[config.mk]
export PLATFORM = sky130hd
export DESIGN_NAME = video_pixel_unpacker
export DESIGN_NICKNAME = d
export VERILOG_FILES = /design/src/rtl/video_pkg.sv /design/src/rtl/video_pixel_unpacker.sv
export SDC_FILE = /design/constraint.sdc
export NUM_CORES = 1
export LEC_CHECK = 0
export ABC_CLOCK_PERIOD_IN_PS = 1750
export CORE_AREA = 2 2 78 80
export DETAILED_ROUTE_END_ITERATION = 10
export DIE_AREA = 0 0 80 82
export DONT_BUFFER_PORTS = 1
export SETUP_SLACK_MARGIN = 0.1
export SKIP_CTS_REPAIR_TIMING = 1
export SLEW_MARGIN = 15
export SYNTH_ARGS = -nofsm -noshare
export SYNTH_HDL_FRONTEND = slang
export SYNTH_SLANG_ARGS = --single-unit
[constraint.sdc]
create_clock -name clock -period 1.75 [get_ports clock]
set_input_delay 0.175 -clock clock [delete_from_list [all_inputs] [get_ports clock]]
set_output_delay 0.175 -clock clock [all_outputs]
set_load 0.03 [all_outputs]
[src/rtl/video_pkg.sv]
`default_nettype none
// ============================================================================
//  Module  : video_pkg
//  Brief   : Shared pixel types, defaults and colour helpers for the video
//            output path.
//  Rev     : 1.0  initial release
// ============================================================================
package video_pkg;

    localparam int PIXELS_PER_WORD_DEFAULT = 4;

    typedef logic [15:0] rgb555_t;

    typedef struct packed {
        logic [7:0] r;
        logic [7:0] g;
        logic [7:0] b;
    } rgb888_t;

    typedef enum logic {
        UNLOCKED = 1'b0,
        LOCKED   = 1'b1
    } lock_state_e;

    // Replicate the channel MSBs into the new LSBs so full-scale 5-bit maps
    // to full-scale 8-bit; bit 15 carries no colour.
    function automatic rgb888_t rgb555_to_888(input rgb555_t p);
        rgb888_t c;
        c.r = {p[14:10], p[14:12]};
        c.g = {p[9:5],   p[9:7]};
        c.b = {p[4:0],   p[4:2]};
        return c;
    endfunction

endpackage
`default_nettype wire

[src/rtl/video_pixel_unpacker.sv]
`default_nettype none
// ============================================================================
//  Module  : video_pixel_unpacker
//  Brief   : Locks onto the output video FIFO during blanking, serialises
//            each FIFO word into RGB555 pixels (LSB pixel first), expands
//            them to RGB888 and registers them with delayed sync/enable.
//            Underflow drops lock and is counted with saturation.
//  Rev     : 1.0  initial release
// ============================================================================
module video_pixel_unpacker
    import video_pkg::*;
#(
    parameter int PIXELS_PER_WORD = PIXELS_PER_WORD_DEFAULT,
    parameter int UNDERFLOW_W     = 16
) (
    input  logic                         clock,
    input  logic                         reset_n,
    input  logic [16*PIXELS_PER_WORD-1:0] fifo_q,
    input  logic                         fifo_empty,
    output logic                         fifo_rdreq,
    input  logic                         video_enable,
    input  logic                         hblank,
    input  logic                         vblank,
    input  logic                         hsync,
    input  logic                         vsync,
    input  logic                         resync,
    output logic [7:0]                   vga_r,
    output logic [7:0]                   vga_g,
    output logic [7:0]                   vga_b,
    output logic                         vga_de,
    output logic                         vga_hs,
    output logic                         vga_vs,
    output logic                         locked,
    output logic [UNDERFLOW_W-1:0]       underflow_count
);

    localparam int                IDX_W    = (PIXELS_PER_WORD > 1) ? $clog2(PIXELS_PER_WORD) : 1;
    localparam logic [IDX_W-1:0]  LAST_IDX = IDX_W'(PIXELS_PER_WORD - 1);
    localparam logic [UNDERFLOW_W-1:0] CNT_MAX = {UNDERFLOW_W{1'b1}};

    lock_state_e             state_q, state_d;
    logic [IDX_W-1:0]        idx_q, idx_d;
    logic [UNDERFLOW_W-1:0]  ufl_cnt_q, ufl_cnt_d;
    rgb888_t                 rgb_q, rgb_d;
    logic                    de_q, hs_q, vs_q;

    logic                    is_locked_w;
    logic                    consume_w;
    logic                    underflow_w;
    logic                    last_w;
    logic                    lock_cond_w;
    rgb555_t                 pix_w;

    assign is_locked_w = (state_q == LOCKED);
    assign consume_w   = is_locked_w & video_enable & ~fifo_empty;
    assign underflow_w = is_locked_w & video_enable &  fifo_empty;
    assign last_w      = (idx_q == LAST_IDX);
    assign lock_cond_w = hblank & vblank & ~fifo_empty & ~resync;

    // Pixel idx occupies bits [16*idx +: 16]; pixel 0 is least significant.
    assign pix_w = fifo_q[{idx_q, 4'b0000} +: 16];

    // Pop only when the final pixel of the head word is shown; resync
    // suppresses the pop so the word is replayed from pixel 0 after relock.
    assign fifo_rdreq = consume_w & last_w & ~resync;

    // Next-state for lock FSM, pixel index and underflow counter; resync wins.
    always_comb begin
        state_d   = state_q;
        idx_d     = idx_q;
        ufl_cnt_d = ufl_cnt_q;
        if (resync) begin
            state_d = UNLOCKED;
            idx_d   = '0;
        end else begin
            case (state_q)
                UNLOCKED: begin
                    if (lock_cond_w) begin
                        state_d = LOCKED;
                    end
                end
                LOCKED: begin
                    if (underflow_w) begin
                        state_d = UNLOCKED;
                        idx_d   = '0;
                        if (ufl_cnt_q != CNT_MAX) begin
                            ufl_cnt_d = ufl_cnt_q + 1'b1;
                        end
                    end else if (consume_w) begin
                        idx_d = last_w ? '0 : idx_q + 1'b1;
                    end
                end
                default: begin
                    state_d = UNLOCKED;
                    idx_d   = '0;
                end
            endcase
        end
    end

    // Pixel colour for this cycle; black unless a pixel is actually consumed.
    always_comb begin
        rgb_d = '0;
        if (consume_w) begin
            rgb_d = rgb555_to_888(pix_w);
        end
    end

    // State, index, counter and output register stage.
    always_ff @(posedge clock or negedge reset_n) begin
        if (!reset_n) begin
            state_q   <= UNLOCKED;
            idx_q     <= '0;
            ufl_cnt_q <= '0;
            rgb_q     <= '0;
            de_q      <= 1'b0;
            hs_q      <= 1'b0;
            vs_q      <= 1'b0;
        end else begin
            state_q   <= state_d;
            idx_q     <= idx_d;
            ufl_cnt_q <= ufl_cnt_d;
            rgb_q     <= rgb_d;
            de_q      <= video_enable;
            hs_q      <= hsync;
            vs_q      <= vsync;
        end
    end

    assign vga_r           = rgb_q.r;
    assign vga_g           = rgb_q.g;
    assign vga_b           = rgb_q.b;
    assign vga_de          = de_q;
    assign vga_hs          = hs_q;
    assign vga_vs          = vs_q;
    assign locked          = is_locked_w;
    assign underflow_count = ufl_cnt_q;

endmodule
`default_nettype wire

==> key figures, run 1 <==
Timing
  • Max transition margin: a little over three fifths
  • Fin crit share: between 90% and 100%
  • Final setup vio count: 0
  • RSZ-0062 raised after global routing: yes
  • Worst-Margin Slew: around 0.56 ns
  • Slew Limit Fails: 0
  • Worst Hold Margin: between 0.09 and 0.1 ns
  • Minimum clock period: between 1.5 and 2 ns
  • Fmax: approximately 600 MHz
  • Final hold vios: 0
  • Clock Skew: 0.0136 ns

Clock tree
  • Clock Latency Late Sink: a little under 0.3 ns
  • Clock transition at the registers of the reported paths: about 0.08 ns
  • CTS sink cnt: 37
  • TritonCTS clock tree: done
  • Clock buffers created by TritonCTS: 5
  • Bufs on Longest Clock Path: 2
  • H-tree levels: 2
  • CTS Root Cell: clkbuf_8

Min path
  • Hold EP: locked
  • Hold path startpoint: video_enable
  • Hold path depth: 3
  • Hold/Removal Path Class: in -> reg

GRT
  • Tot GR Track Use: between 10% and 20%
  • Largest net degree at the start of global routing: 38
  • Initial antenna violation count: 0
  • Global route overflow: 0
  • First-pass GRT wire length: ~6700 um
  • Number of global-route vias before repair: 1390

Die
  • Core Box Area: approximately 5700 um2
  • DIE AREA: roughly 6600 um2
  • IO Count: about 120
  • Die Width: around 80 um
  • Initial cell density of the core: 33.9%
  • Die height: 82 um
  • Row count: 28

Run
  • Max cap viols: 0

Synth
  • Asr flop ratio synth: 100%
  • Register bit count reported by yosys: 37
  • Count of different cell masters after synthesis: 29
  • Syn Area/Cell: between 10 and 15 um2
  • Mapped Cells: around 150
  • Syn Nets: around 230
  • Sequential fraction of the synthesis area: 47.5%
  • Post-synth EDFFs: 0
  • Warnings, synthesis: 0
  • Mapped cell area: slightly below 2000 um2
  • Post-synth top flop: dfrtp_1

Setup path
  • Worst-path fanout max: 6
  • Worst reg2reg path depth: 5
  • Critical path cell sequence: buf_6, nand2_4, or2_4, nor3b_4, buf_6
  • Crit Path Class: reg -> out
  • CP most frequent cell: buf_6
  • Crit path launch type: flop
  • Crit end category: primary output
  • R2R Path Start: locked
  • R2R setup slack: around 0.2 ns
  • FF-to-FF End: underflow_count[7]
  • Worst stage delay on the critical path: around 0.38 ns
  • Worst endpoint required time: about 1.6 ns
  • Top delay family on crit path: simple AND/OR/NAND/NOR gates
  • Buf/Inv on CP: 2
  • Critical Path Slowest Stage Cell: dfrtp_2
  • Worst path arrival time: between 1 and 1.5 ns

Pwr
  • Pleak: between 1 and 1.5 nW
  • Peak supply drop: 0.423 mV
  • Power Density: 759 nW/um2
  • Final Total Pwr: about 1.8 mW

Routing
  • Final wirelength: 4150 um
  • Initial drt markers: 27
  • Via density: 5.12
  • Routed vias: around 1300
  • Post-route ant nets: 0
  • Routed len/inst: about 17 um
  • Initial DRT Pass Iterations: 4
  • DRC errors left: 0

Placed design
  • IO buf count: 0
  • Final HPWL DP: 3360 um
  • Routability cong.: between 0.7 and 0.8

Final layout
  • Most common cell after layout, fill and taps aside: dfrtp_1
  • Inserted Diodes: 0
  • Post-layout util: between 40% and 50%
  • Layout cells sized above 1: a little under half
  • Area grow syn2layout: 23.2%
  • Nets: 247
  • Most frequent cells in the layout: dfrtp_1, buf_4, dfrtp_2, mux4_2, nor2b_1
  • Fill count: 564

Run status
  • Outcome: completed
## tightest hold or removal path, cell delays in order
cell and delay (ns):
nand2_1 0.04, a21oi_1 0.06, nor2_1 0.08
## cell type report
class,instances,area [um2],area share (%)
clock buffer,6,72.6,3.02
clock inverter,2,38.8,1.62
inverter,3,11.3,0.469
multi-input combinational,96,971,40.5
sequential,37,946,39.4
tap,75,93.8,3.91
timing repair buffer,29,267,11.1
## Yosys cell counts, types with 2 or more instances
library cell	count	area, um2
buf_2	4	20.0
mux4_2	15	338
inv_1	3	11.3
nor3b_1	5	37.5
nor3_1	6	30.0
nor2b_1	15	93.8
buf_4	9	67.6
nand2_1	8	30.0
xnor2_1	2	17.5
nor2_1	5	18.8
nand4_1	3	18.8
a21oi_1	3	15.0
nor4_1	5	31.3
xor2_1	12	105
o21ai_0	2	10.0
nand3_1	2	10.0
ha_1	2	25.0
and3_1	2	12.5
clkbuf_1	4	15.0
dfrtp_1	37	926
## worst max path at each step
stage,from,end,cells past startpoint
after CTS,locked,fifo_rdreq,5
after floorplan,underflow_count[0],underflow_count[12],6
after global routing,locked,fifo_rdreq,5
after detailed placement,underflow_count[0],underflow_count[10],5
after global placement,underflow_count[0],underflow_count[12],5
final,locked,fifo_rdreq,5
## metal layers
| metal | GRT usage (%) | routed length (um) | up-vias |
|---|---|---|---|
| li1 | - | - | 578 |
| met1 | 14.6 | 1540 | 609 |
| met2 | 23.7 | 2160 | 79 |
| met3 | 5.38 | 426 | 3 |
| met4 | 2.54 | 27 | 0 |
| met5 | 0 | 0 | - |
## sequential cells by signal, summed over array words and instances (netlist names), 2 cells and up
| name | count |
|---|---|
| vga_b | 5 |
| idx_q | 2 |
| underflow_count | 16 |
| vga_g | 5 |
| vga_r | 5 |
## metrics by stage
step	setup slack, ns	instance area, um2	TNS (ns)	instances
after global routing	0.0205	2400	0	248
after CTS	-0.0919	2280	-0.0919	240
after floorplan	0.0875	2020	0	153
after detailed placement	0.164	2160	0	232
final	0.0839	2400	0	248
after global placement	0.187	2160	0	232
## cell families after synthesis
group           Yosys count  share of synthesized area [%]
compound gates            5                           1.28
xor+xnor                 14                           6.29
fa+ha+maj                 2                           1.28
buf+inv                  20                           5.84
flops                    37                           47.5
mux                      16                           17.9
simple gates             59                           19.8
## where the power goes
part           internal [mW]  leakage (nW)  switching [mW]  total, mW
Clock                  0.428        0.0554           0.298      0.726
Combinational         0.0910         0.538          0.0890      0.180
Sequential             0.881         0.473          0.0349      0.916
Power figures use the tool's default switching activity.
==> run 2: changes to the inputs <==
--- a/config.mk
+++ b/config.mk
@@ -10,6 +10,8 @@
 export DETAILED_ROUTE_END_ITERATION = 10
 export DIE_AREA = 0 0 80 82
 export DONT_BUFFER_PORTS = 1
+export HOLD_SLACK_MARGIN = 0.12
+export REMOVE_ABC_BUFFERS = 1
 export SETUP_SLACK_MARGIN = 0.1
 export SKIP_CTS_REPAIR_TIMING = 1
 export SLEW_MARGIN = 15
==> run 2 against run 1 <==
- the flow now finishes with violations (negative hold slack, negative setup slack)
- register-to-register slack lost 0.05 ns
- clock skew shrank 0.0029 ns
- sequential cell count is the same
- routed wire length grew 16%
- via count grew 3.5%
- die area is the same
- critical endpoint unchanged
==> key figures, run 2 (synthesized netlist as in run 1, its figures left out) <==
Run status
  • Outcome: finished with violations
  • Failing checks: negative hold slack, negative setup slack

Final layout
  • Most common cell after layout, fill and taps aside: dfrtp_1
  • Fill count: 560
  • Layout cells sized above 1: 40.4%
  • Nets: between 200 and 300
  • Cell Count, Final, Fillers Out: roughly 250
  • Inserted Diodes: 0
  • Most frequent cells in the layout: dfrtp_1, buf_4, mux4_2, nor2b_1, xor2_1
  • Max reg flops: 16
  • Post-layout util: a little over two fifths
  • Area grow syn2layout: 24.3%

Min path
  • Hold EP: idx_q[0]
  • Hold/Removal Path Class: in -> reg
  • Hold path startpoint: resync
  • Hold path depth: 1

Timing
  • Minimum clock period: ~1.8 ns
  • RSZ-0062 raised after global routing: yes
  • Final worst slack: -0.0254 ns
  • Final hold vios: 2
  • Fmax: about 560 MHz
  • Max transition margin: approximately three fifths
  • Fin crit share: 101%
  • Final setup vio count: 1
  • Worst Hold Margin: -0.0578 ns
  • Clock Skew: roughly 0.011 ns
  • Worst-Margin Slew: 0.581 ns
  • Slew Limit Fails: 0

Routing
  • Via density: ~5.2
  • Initial drt markers: 17
  • Routed len/inst: around 19 um
  • DRC errors left: 0
  • Final wirelength: ~4800 um
  • Routed vias: around 1300
  • Post-route ant nets: 0
  • Initial DRT Pass Iterations: 4

Pwr
  • Switch share: about a quarter
  • Pleak: roughly 1.1 nW
  • Peak supply drop: between 0.2 and 0.3 mV
  • Cell-internal power: 1.35 mW
  • Clock Power Share: 36.4%
  • Power Density: ~730 nW/um2
  • Sw power: about 0.42 mW
  • Sequential fraction of design power: about half
  • Combinational fraction of design power: about an eighth

Placed design
  • Setup WS pre-CTS: between 0.1 and 0.15 ns
  • Final HPWL DP: between 3000 and 4000 um
  • Dpl cells: ~230
  • Routability cong.: around 0.76
  • IO buf count: 0

Run
  • Max cap viols: 0

Clock tree
  • Clock transition at the registers of the reported paths: around 0.08 ns
  • CTS Root Cell: clkbuf_8
  • H-tree levels: 2
  • Bufs on Longest Clock Path: 2
  • Clock Latency Late Sink: roughly 0.28 ns
  • CTS sink cnt: 37
  • Clock buffers created by TritonCTS: 5
  • TritonCTS clock tree: done

Setup path
  • FF-to-FF End: underflow_count[2]
  • Crit Path Class: reg -> out
  • Worst path arrival time: 1.60 ns
  • Worst Setup SP: locked
  • Worst-path fanout max: 3
  • Worst reg2reg path depth: 7
  • Crit end category: primary output
  • R2R Path Start: underflow_count[1]
  • Crit path launch type: flop
  • R2R setup slack: roughly 0.15 ns
  • Worst endpoint required time: about 1.6 ns

Die
  • IO Count: roughly 120
  • Core Box Area: around 5700 um2
  • Die Width: around 80 um
  • Die height: roughly 82 um
  • Row count: 28
  • DIE AREA: ~6600 um2
  • Initial cell density of the core: around a third

GRT
  • Global route overflow: 0
  • Number of global-route vias before repair: ~1400
  • Tot GR Track Use: 14.5%
  • First-pass GRT wire length: 7030 um
  • Initial antenna violation count: 0
  • Largest net degree at the start of global routing: 38
run 2: cell count changes in the layout (fill, tap and decap cells not counted), moves of 2 or more:
cell      change
dfrtp_2      -13
buf_6         -2
nor4_2        -2
buf_4         +7
clkbuf_8      +2
dfrtp_1      +13
run 2: layout make-up:
cell class | count | area, um2 | share of cell area [%]
Inverter | 3 | 11.3 | 0.465
Clock buffer | 7 | 96.3 | 3.98
Sequential cell | 37 | 930 | 38.4
Tap cell | 75 | 93.8 | 3.87
Clock inverter | 1 | 5.00 | 0.207
Timing Repair Buffer | 34 | 304 | 12.6
Multi-Input combinational cell | 96 | 982 | 40.5
run 2: worst max-delay path by stage:
stage / to / slack [ns] / cells after the start
detailed placement: underflow_count[10] / 0.10 / 5
global route: fifo_rdreq / -0.08 / 5
floorplan: fifo_rdreq / -0.31 / 3
finish: fifo_rdreq / -0.03 / 5
global placement: underflow_count[12] / 0.18 / 5
CTS: fifo_rdreq / -0.21 / 5
run 2: critical path: stages, from the launching register on:
cell	delay (ns)
dfrtp_1	0.41
buf_6	0.17
nand2_4	0.05
or2_4	0.26
nor3b_2	0.23
buf_4	0.20
run 2: metrics by stage:
stage | TNS [ns] | power, mW | area [um2]
floorplan | -0.408 | 1.03 | 1850
global placement | 0 | 1.07 | 2120
detailed placement | 0 | 1.08 | 2120
CTS | -0.213 | 1.73 | 2220
global route | -0.0832 | 1.86 | 2420
finish | -0.0254 | 1.77 | 2420
run 2: per-layer routing:
layer,track usage [%],vias up,share of wire [%]
met1,14.5,636,32
met3,7.69,5,13
li1,-,583,-
met4,4.41,0,0.91
met2,26.1,89,54
met5,0,-,0
run 2: power by group through the flow:
stage               Combinational (mW)  Sequential (mW)  Clock (mW)
finish                           0.209            0.913       0.643
floorplan                       0.0633            0.969           0
CTS                              0.150            0.913       0.671
global route                     0.231            0.914       0.714
detailed placement               0.149            0.930           0
global placement                 0.142            0.928           0
==> run 3: changes to the inputs <==
--- a/config.mk
+++ b/config.mk
@@ -5,10 +5,11 @@
 export SDC_FILE = /design/constraint.sdc
 export NUM_CORES = 1
 export LEC_CHECK = 0
+export ABC_AREA = 1
 export ABC_CLOCK_PERIOD_IN_PS = 1750
-export CORE_AREA = 2 2 78 80
+export CORE_AREA = 2 2 83 85
 export DETAILED_ROUTE_END_ITERATION = 10
-export DIE_AREA = 0 0 80 82
+export DIE_AREA = 0 0 85 87
 export DONT_BUFFER_PORTS = 1
 export HOLD_SLACK_MARGIN = 0.12
 export REMOVE_ABC_BUFFERS = 1
==> run 3 against run 2 <==
- the flow now finishes without violations
- core utilization is 2.4 points lower
- sequential power shrank 0.4%
- critical endpoint unchanged
- combinational power about the same
- synthesized area is 14% higher
- sequential cell count stayed put
- hold slack better by 0.15 ns
- clock power up 4.2%
- sequential share of layout area decreased by 2.9 points
- final area rose by 7.8%
- register-to-register slack improved by 0.07 ns
- die area increased by 13%
==> key figures, run 3 <==
Run status
  • Outcome: completed

Setup path
  • Worst Setup SP: locked
  • R2R setup slack: between 0.2 and 0.25 ns
  • Worst reg2reg path depth: 10
  • R2R Path Start: underflow_count[0]
  • Worst endpoint required time: around 1.6 ns
  • Crit path launch type: flop
  • Crit end category: primary output
  • Worst path arrival time: 1.36 ns
  • Worst-path fanout max: 3
  • Crit Path Class: reg -> out
  • FF-to-FF End: underflow_count[13]

Synth
  • Warnings, synthesis: 0
  • Synth cell count leaders: nor2_1, nand2_1, dfrtp_1
  • Asr flop ratio synth: 100%
  • Sequential fraction of the synthesis area: between 40% and 50%
  • Mapped cell area: ~2200 um2
  • Post-synth top flop: dfrtp_1
  • Syn Area/Cell: 7.07 um2
  • Mapped Cells: ~310
  • Top-count cell post-synth: nor2_1
  • Post-synth top area cell: dfrtp_1
  • Post-synth EDFFs: 0
  • Count of different cell masters after synthesis: 27
  • Area contributors post-synth: dfrtp_1, nor2_1, nand2_1, o21ai_0, nand3_1
  • Top cell type's share of synthesized area: a little over two fifths
  • Register bit count reported by yosys: 37

Timing
  • Final worst slack: roughly 0.22 ns
  • Worst-Margin Slew: 0.586 ns
  • Slew Limit Fails: 0
  • Final setup vio count: 0
  • Max transition margin: around three fifths
  • Fin crit share: around 88%
  • RSZ-0062 raised after global routing: yes
  • Worst Hold Margin: around 0.09 ns
  • Setup TNS: 0 ns
  • Final hold vios: 0
  • Minimum clock period: roughly 1.5 ns
  • Fmax: approximately 650 MHz
  • Clock Skew: between 0.008 and 0.009 ns

Pwr
  • Sequential fraction of design power: around half
  • Clock Power Share: ~38%
  • Sw power: around 0.48 mW
  • Final Total Pwr: around 1.8 mW
  • Power Density: ~700 nW/um2
  • Combinational fraction of design power: roughly 12%
  • Switch share: 26.6%
  • Cell-internal power: approximately 1.3 mW
  • Pleak: roughly 1.3 nW
  • Peak supply drop: around 0.42 mV

Placed design
  • Final HPWL DP: approximately 4200 um
  • Routability cong.: 0.839
  • IO buf count: 0
  • Post-placement cell area: approximately 2400 um2
  • Setup WS pre-CTS: 0.204 ns

Routing
  • Routed len/inst: between 10 and 15 um
  • Initial drt markers: 91
  • Final wirelength: between 5000 and 6000 um
  • DRC errors left: 0
  • Post-route ant nets: 0
  • Initial DRT Pass Iterations: 4
  • Routed vias: ~2100
  • Via density: 5.08

Clock tree
  • Bufs on Longest Clock Path: 2
  • CTS sink cnt: 37
  • CTS Root Cell: clkbuf_8
  • TritonCTS clock tree: done
  • Clock transition at the registers of the reported paths: 0.08 ns
  • H-tree levels: 2
  • Clock buffers created by TritonCTS: 5
  • Clock Latency Late Sink: 0.29 ns

Min path
  • Hold EP: vga_b[4]
  • Hold path depth: 2
  • Hold/Removal Path Class: in -> reg
  • Hold path startpoint: fifo_q[49]

Die
  • Initial cell density of the core: between 30 and 40%
  • Die Width: ~85 um
  • Die height: between 80 and 90 um
  • Row count: 30
  • Core Box Area: around 6600 um2
  • IO Count: roughly 120
  • DIE AREA: approximately 7400 um2

GRT
  • Global route overflow: 0
  • Number of global-route vias before repair: around 1900
  • Top Usage Layer GRT: met2
  • Tot GR Track Use: roughly 16%
  • First-pass GRT wire length: about 9000 um
  • Largest net degree at the start of global routing: 38
  • Met2 usage: around 28%
  • Initial antenna violation count: 0
  • Met1 Use GR: between 10% and 20%
  • GR Util met3: just over 4%

Final layout
  • Most frequent cells in the layout: nor2_1, nand2_1, dfrtp_1, o21ai_0
  • Inserted Diodes: 0
  • Area grow syn2layout: 17.6%
  • Fin area: about 2600 um2
  • Layout cells sized above 1: ~14%
  • Max reg flops: 16
  • Most common cell after layout, fill and taps aside: nor2_1
  • Nets: roughly 410

Run
  • Max cap viols: 0
-- run 3: layer usage --
| metal | vias to the layer above | part of all wire, % |
|---|---|---|
| met3 | 8 | 7.2 |
| met5 | - | 0 |
| li1 | 1038 | - |
| met4 | 0 | 1.4 |
| met2 | 100 | 52 |
| met1 | 962 | 40 |
-- run 3: worst max path at each step --
stage | to | slack, ns | depth (start not counted)
floorplan | fifo_rdreq | -0.19 | 3
global placement | underflow_count[12] | 0.23 | 9
detailed placement | underflow_count[12] | 0.20 | 9
CTS | underflow_count[13] | 0.14 | 10
global route | fifo_rdreq | 0.09 | 5
finish | fifo_rdreq | 0.22 | 5
-- run 3: worst max-delay path, cell delays in order, from the launching register on --
cell     delay (ns)
dfrtp_1        0.37
nand2_1        0.10
nor2_1         0.19
inv_1          0.08
nor3_1         0.14
buf_4          0.19
-- run 3: final cells by class --
type,instances,area [um2]
multi-input cells,233,1080
flip-flops and latches,37,926
fillers,652,3960
clock buffers,7,96.3
clock inverters,1,5.00
well taps,80,100
repair buffers,35,320
inverters,22,82.6
-- run 3: kinds of logic after synthesis --
group,Yosys count,synth area share [%]
AND/OR/NAND/NOR,177,34.4
AO/OA/AOI/OAI,49,11.1
buffers and inverters,44,9.75
flip-flops,37,41.7
XOR/XNOR,5,1.97
adder cells (fa/ha/maj),2,1.13
-- run 3: power by group through the flow --
stage	Sequential, mW	Combinational (mW)	Clock, mW
2_1_floorplan	0.960	0.0756	0
3_3_place_gp	0.925	0.160	0
3_5_place_dp	0.926	0.166	0
4_1_cts	0.910	0.166	0.703
5_1_grt	0.912	0.234	0.737
6_report	0.909	0.208	0.670
-- run 3: through the flow --
step | instances | util (%)
floorplan | 292 | -
global placement | 396 | 36.2
detailed placement | 396 | 36.2
CTS | 404 | 37.8
global route | 415 | 39.8
finish | 415 | 39.8
